$ cat src/rtl/piso_serializer_if.sv
`default_nettype none
// ============================================================================
//  Module      : piso_serializer_if
//  Description : Load handshake and serial output bundle for piso_serializer.
//                slave  = serializer side (accepts words, drives serial line)
//                master = word producer / serial consumer side
//  Signals     : load_valid   producer has a word on parallel_in
//                load_ready   serializer can accept a word this cycle
//                parallel_in  WIDTH-bit word to send
//                serial_out   serial data, MSB first
//                serial_valid serial_out carries a data bit
//                done         serial_out carries the last bit (bit 0)
//  Revision    : 1.0  initial release
// ============================================================================
interface piso_serializer_if #(
    parameter int WIDTH = 4
);
    logic             load_valid;
    logic             load_ready;
    logic [WIDTH-1:0] parallel_in;
    logic             serial_out;
    logic             serial_valid;
    logic             done;

    modport slave (
        input  load_valid,
        input  parallel_in,
        output load_ready,
        output serial_out,
        output serial_valid,
        output done
    );

    modport master (
        output load_valid,
        output parallel_in,
        input  load_ready,
        input  serial_out,
        input  serial_valid,
        input  done
    );
endinterface
`default_nettype wire

$ cat src/rtl/piso_serializer.sv
`default_nettype none
// ============================================================================
//  Module      : piso_serializer
//  Description : Parallel-in serial-out transmitter. Accepts a WIDTH-bit word
//                on a valid/ready handshake and shifts it out MSB first, one
//                bit per clock. A word accepted on the last-bit cycle follows
//                with no gap. WIDTH must be >= 2.
//  Ports       : clk    clock, all logic on posedge
//                rst_n  synchronous reset, active low
//                bus    piso_serializer_if.slave (load handshake + serial out)
//  Revision    : 1.0  initial release
// ============================================================================
module piso_serializer #(
    parameter int WIDTH = 4
) (
    input  wire                     clk,
    input  wire                     rst_n,
    piso_serializer_if.slave        bus
);

    localparam int                  c_CNT_W    = $clog2(WIDTH);
    localparam logic [c_CNT_W-1:0]  c_CNT_LAST = c_CNT_W'(WIDTH - 1);
    localparam logic [c_CNT_W-1:0]  c_CNT_ONE  = c_CNT_W'(1);

    localparam logic [0:0] c_ST_IDLE  = 1'b0;
    localparam logic [0:0] c_ST_SHIFT = 1'b1;

    logic [0:0]         r_state;
    logic [0:0]         w_next_state;
    logic [WIDTH-1:0]   r_shift;
    logic [c_CNT_W-1:0] r_bit_cnt;

    logic w_last_bit;
    logic w_load_ready;
    logic w_accept;
    logic w_serial_out;
    logic w_serial_valid;
    logic w_done;

    // Last bit of the frame is on the line: the only SHIFT cycle where a new
    // word may be taken, which is what makes back-to-back frames gapless.
    assign w_last_bit = (r_state == c_ST_SHIFT) && (r_bit_cnt == '0);
    assign w_accept   = bus.load_valid && w_load_ready;

    // ------------------------------------------------------------------
    // State register
    // ------------------------------------------------------------------
    always_ff @(posedge clk) begin
        if (!rst_n) begin
            r_state <= c_ST_IDLE;
        end else begin
            r_state <= w_next_state;
        end
    end

    // ------------------------------------------------------------------
    // Next-state logic
    // ------------------------------------------------------------------
    always_comb begin
        w_next_state = r_state;
        case (r_state)
            c_ST_IDLE: begin
                if (w_accept) begin
                    w_next_state = c_ST_SHIFT;
                end
            end
            c_ST_SHIFT: begin
                if (w_last_bit && !w_accept) begin
                    w_next_state = c_ST_IDLE;
                end
            end
            default: w_next_state = c_ST_IDLE;
        endcase
    end

    // ------------------------------------------------------------------
    // Output decode: purely from registered state, so nothing on the serial
    // side or load_ready has a path from load_valid or parallel_in.
    // ------------------------------------------------------------------
    always_comb begin
        w_load_ready   = 1'b1;
        w_serial_out   = 1'b0;
        w_serial_valid = 1'b0;
        w_done         = 1'b0;
        case (r_state)
            c_ST_IDLE: begin
                w_load_ready = 1'b1;
            end
            c_ST_SHIFT: begin
                w_serial_out   = r_shift[WIDTH-1];
                w_serial_valid = 1'b1;
                w_done         = w_last_bit;
                w_load_ready   = w_last_bit;
            end
            default: begin
                w_load_ready = 1'b1;
            end
        endcase
    end

    assign bus.load_ready   = w_load_ready;
    assign bus.serial_out   = w_serial_out;
    assign bus.serial_valid = w_serial_valid;
    assign bus.done         = w_done;

    // ------------------------------------------------------------------
    // Datapath: shift register and bit counter.
    // The counter holds at zero when the frame ends without a reload, so it
    // never wraps; the shift register has shifted out to all zeros by then.
    // ------------------------------------------------------------------
    always_ff @(posedge clk) begin
        if (!rst_n) begin
            r_shift   <= '0;
            r_bit_cnt <= '0;
        end else if (w_accept) begin
            r_shift   <= bus.parallel_in;
            r_bit_cnt <= c_CNT_LAST;
        end else if (r_state == c_ST_SHIFT) begin
            r_shift <= {r_shift[WIDTH-2:0], 1'b0};
            if (r_bit_cnt != '0) begin
                r_bit_cnt <= r_bit_cnt - c_CNT_ONE;
            end
        end
    end

endmodule
`default_nettype wire
$ cat src/flat_wrapper.sv
// flat-port wrapper written by rule: the top's interface ports become plain ports
module piso_serializer_flat 
#(
    parameter int WIDTH = 4
)
  (clk, rst_n, bus_load_valid, bus_parallel_in, bus_load_ready, bus_serial_out, bus_serial_valid, bus_done);
  piso_serializer_if #(.WIDTH(WIDTH)) bus_i ();
  input  wire clk;
  input  wire rst_n;
  input wire logic [$bits(bus_i.load_valid)-1:0] bus_load_valid;
  input wire logic [$bits(bus_i.parallel_in)-1:0] bus_parallel_in;
  output wire logic [$bits(bus_i.load_ready)-1:0] bus_load_ready;
  output wire logic [$bits(bus_i.serial_out)-1:0] bus_serial_out;
  output wire logic [$bits(bus_i.serial_valid)-1:0] bus_serial_valid;
  output wire logic [$bits(bus_i.done)-1:0] bus_done;
  assign bus_i.load_valid = bus_load_valid;
  assign bus_i.parallel_in = bus_parallel_in;
  assign bus_load_ready = bus_i.load_ready;
  assign bus_serial_out = bus_i.serial_out;
  assign bus_serial_valid = bus_i.serial_valid;
  assign bus_done = bus_i.done;
  piso_serializer #(.WIDTH(WIDTH)) u_core (.clk(clk), .rst_n(rst_n), .bus(bus_i));
endmodule
$ cat config.mk
export PLATFORM = sky130hd
export DESIGN_NAME = piso_serializer_flat
export DESIGN_NICKNAME = d
export VERILOG_FILES = /design/src/rtl/piso_serializer_if.sv /design/src/rtl/piso_serializer.sv /design/src/flat_wrapper.sv
export SDC_FILE = /design/constraint.sdc
export NUM_CORES = 1
export LEC_CHECK = 0
export BUFFER_PORTS_ARGS = -buffer_cell sky130_fd_sc_hd__buf_2
export CAP_MARGIN = 0
export CORE_AREA = 10 10 47 49
export CTS_BUF_LIST = sky130_fd_sc_hd__clkbuf_16
export DETAILED_ROUTE_END_ITERATION = 10
export DIE_AREA = 0 0 57 59
export SETUP_SLACK_MARGIN = 0.2
export SLEW_MARGIN = 40
export SYNTH_ARGS = -nofsm -noshare
export SYNTH_HDL_FRONTEND = slang
export SYNTH_SLANG_ARGS = --single-unit
$ cat constraint.sdc
create_clock -name clk -period 2.65 [get_ports clk]
set_input_delay 0.265 -clock clk [delete_from_list [all_inputs] [get_ports clk]]
set_output_delay 0.265 -clock clk [all_outputs]
set_load 0.02 [all_outputs]
==> results.cfg <==
[run_status]
status = complete, no violations

[cells_and_area]
fin_nets = 55
nFillCells = 153
final_cell_area_um2 = 475
antenna_cells = 0
fin_util_pct = 33.9
areaGrowthSynthToFinish_pct = 43.4
drive_gt1_share_pct = 45.7
fin_cells = 62

[sta]
setup_viol = 0
hold_ws_ns = 0.292
hold_viol = 0
fmax_ghz = 0.646
setup_ws_ns = 1.10
finalClockSkew_ns = 0.00206
fin_crit_ns = 1.55
fin_tns_setup_ns = 0
rsz0062_at_grt = false
worstMarginPinSlew_ns = 0.300
slew_viol_final = 0
fin_crit_sh_pct = 58.4
slew_headroom_pct = 80.0

[clock_tree]
cts-root-buf = clkbuf_16
htreeDepth = 1
path_clk_slew_ns = 0.04
clockBufferDepth = 2
post_cts_buffers = 0
cts_tree = built
cts.sinks = 7
cts_buffers = 3
insertion_delay_ns = 0.23
postCtsResizedCells = 0
holdBufCountCts = 0

[worst_hold_path]
hp-class = input port to flip-flop

[floorplan]
start_util_pct = 23.7
die_x_um = 57
die_area_mm2 = 0.00336
row_count = 14
die_h_um = 59
io_pins = 11
core_mm2 = 0.00140

[synthesis]
synth.most_common_cell = dfxtp_1
synth_top_area_cell = dfxtp_1
async_flop_share_pct = 0
synth_area_um2 = 332
ys_warn_count = 0
synth_common_cells = dfxtp_1, nand2_1, o221a_1, o31a_2
synth_seq_area_share_pct = 42.3
syn_avg_cell_area_um2 = 10.0
synth_top_area_share_pct = 42.3
synthFlopType = dfxtp_1
ys_ff_latch = 7
yosysUniqueCellTypes = 17
ys_top_cells_by_area = dfxtp_1, o221a_1, o31a_2, and2_2, ha_1
synth_edf_count = 0
synthesis.nets = 41
netlist_instances = 33

[drt]
wire_per_inst_um = 12.6
wl_um = 781
firstDrtPassIters = 4
ant_nets = 0
vias = 293
via_per_inst = 4.73
drc = 0
first_iter_violations = 1

[critical_path]
crit_path_max_incr_delay_ns = 0.30
critPathCaptureType = output pin
crit_chain = inv_1 -> ha_1 -> and2b_4 -> inv_4 -> buf_2
start_kind = flip-flop
crit_path_max_fanout = 4
cp.required_ns = 2.38
critical_path_class = flip-flop to output pin
crit_path_top_delay_cell = dfxtp_1
rrSetupSlack_ns = 1.39
crit_arrival_ns = 1.28

[place]
io_buffers = 10
hpwl_um = 566
place_ws_ns = 1.34
place.gp.congestion = 0.662
dp_cells = 58
post_dp_cell_area_um2 = 397

[grt]
grt_pass1_vias = 277
antenna_found_initial = 0
grt_pass1_wl_um = 1240
grt_usage_pct = 4.77
grt_max_degree = 10
overflow = 0

[power_and_ir_drop]
leakage_nw = 0.213
power_uw = 425
irDropWorstVdd_mv = 0.358
powerDensity_mw_per_mm2 = 894

[job]
maxCapViolCount = 0
==> layer usage <==
layer	GRT usage, %	vias to the layer above	part of all wire [%]
met1	4.55	135	44
met2	6.51	9	47
li1	-	149	-
met4	4.03	0	0
met3	3.86	0	9.7
met5	0	-	0
==> report_power, final <==
part	internal [mW]	switching [mW]
registers	0.116	0.00624
logic	0.0235	0.0255
clock network	0.196	0.0578
==> cells by family (layout without fill, tap and decap cells) <==
| family | Yosys count | after routing | share of synthesized area, % |
|---|---|---|---|
| fa+ha+maj | 1 | 1 | 3.77 |
| compound gates | 10 | 10 | 27.9 |
| buf+inv | 4 | 17 | 5.66 |
| simple gates | 11 | 11 | 20.4 |
| flops | 7 | 7 | 42.3 |
==> worst max-delay path: cells and delay by family (launching register included) <==
family,cells,cell delay [ns]
buffers and inverters,3,0.25
and+or+nand+nor,1,0.28
DFF,1,0.30
adders and majority gates,1,0.21
==> final timing paths <==
| kind | start | to | cells past startpoint |
|---|---|---|---|
| worst max-delay path | u_core.r_bit_cnt[0] | bus_load_ready | 5 |
| worst min-delay path | bus_parallel_in[3] | u_core.r_shift[3] | 2 |
| worst max register to register | u_core.r_bit_cnt[0] | u_core.r_shift[0] | 6 |
| worst min register to register | u_core.r_bit_cnt[0] | u_core.r_bit_cnt[0] | 2 |
==> layout make-up <==
class	instances	area, um2	area share [%]
Clock buffer	3	75.1	15.8
Inverter	3	13.8	2.89
Timing Repair Buffer	10	50.0	10.5
Tap cell	16	20.0	4.21
Clock inverter	1	3.75	0.789
Sequential cell	7	140	29.5
Multi-Input combinational cell	22	173	36.3
==> cells in the final DEF (no fill, tap or decap), drive strengths merged <==
| cell type | Yosys | layout |
|---|---|---|
| a21oi | 1 | 1 |
| o21ai | 1 | 1 |
| buf | 1 | 10 |
| o311a | 1 | 1 |
| nor2b | 2 | 2 |
| clkbuf | 0 | 3 |
| and2 | 2 | 2 |
| o31a | 3 | 3 |
| ha | 1 | 1 |
| dfxtp | 7 | 7 |
| nor2 | 2 | 2 |
| nand2 | 4 | 4 |
| o221a | 3 | 3 |
| inv | 3 | 4 |
| a32oi | 1 | 1 |
| and2b | 1 | 1 |
==> state kept, by name, summed over array words and instances, names as in the netlist <==
register / cells
u_core.r_shift: 4
u_core.r_bit_cnt: 2
u_core.r_state: 1
(Power assumes the default switching activity.)
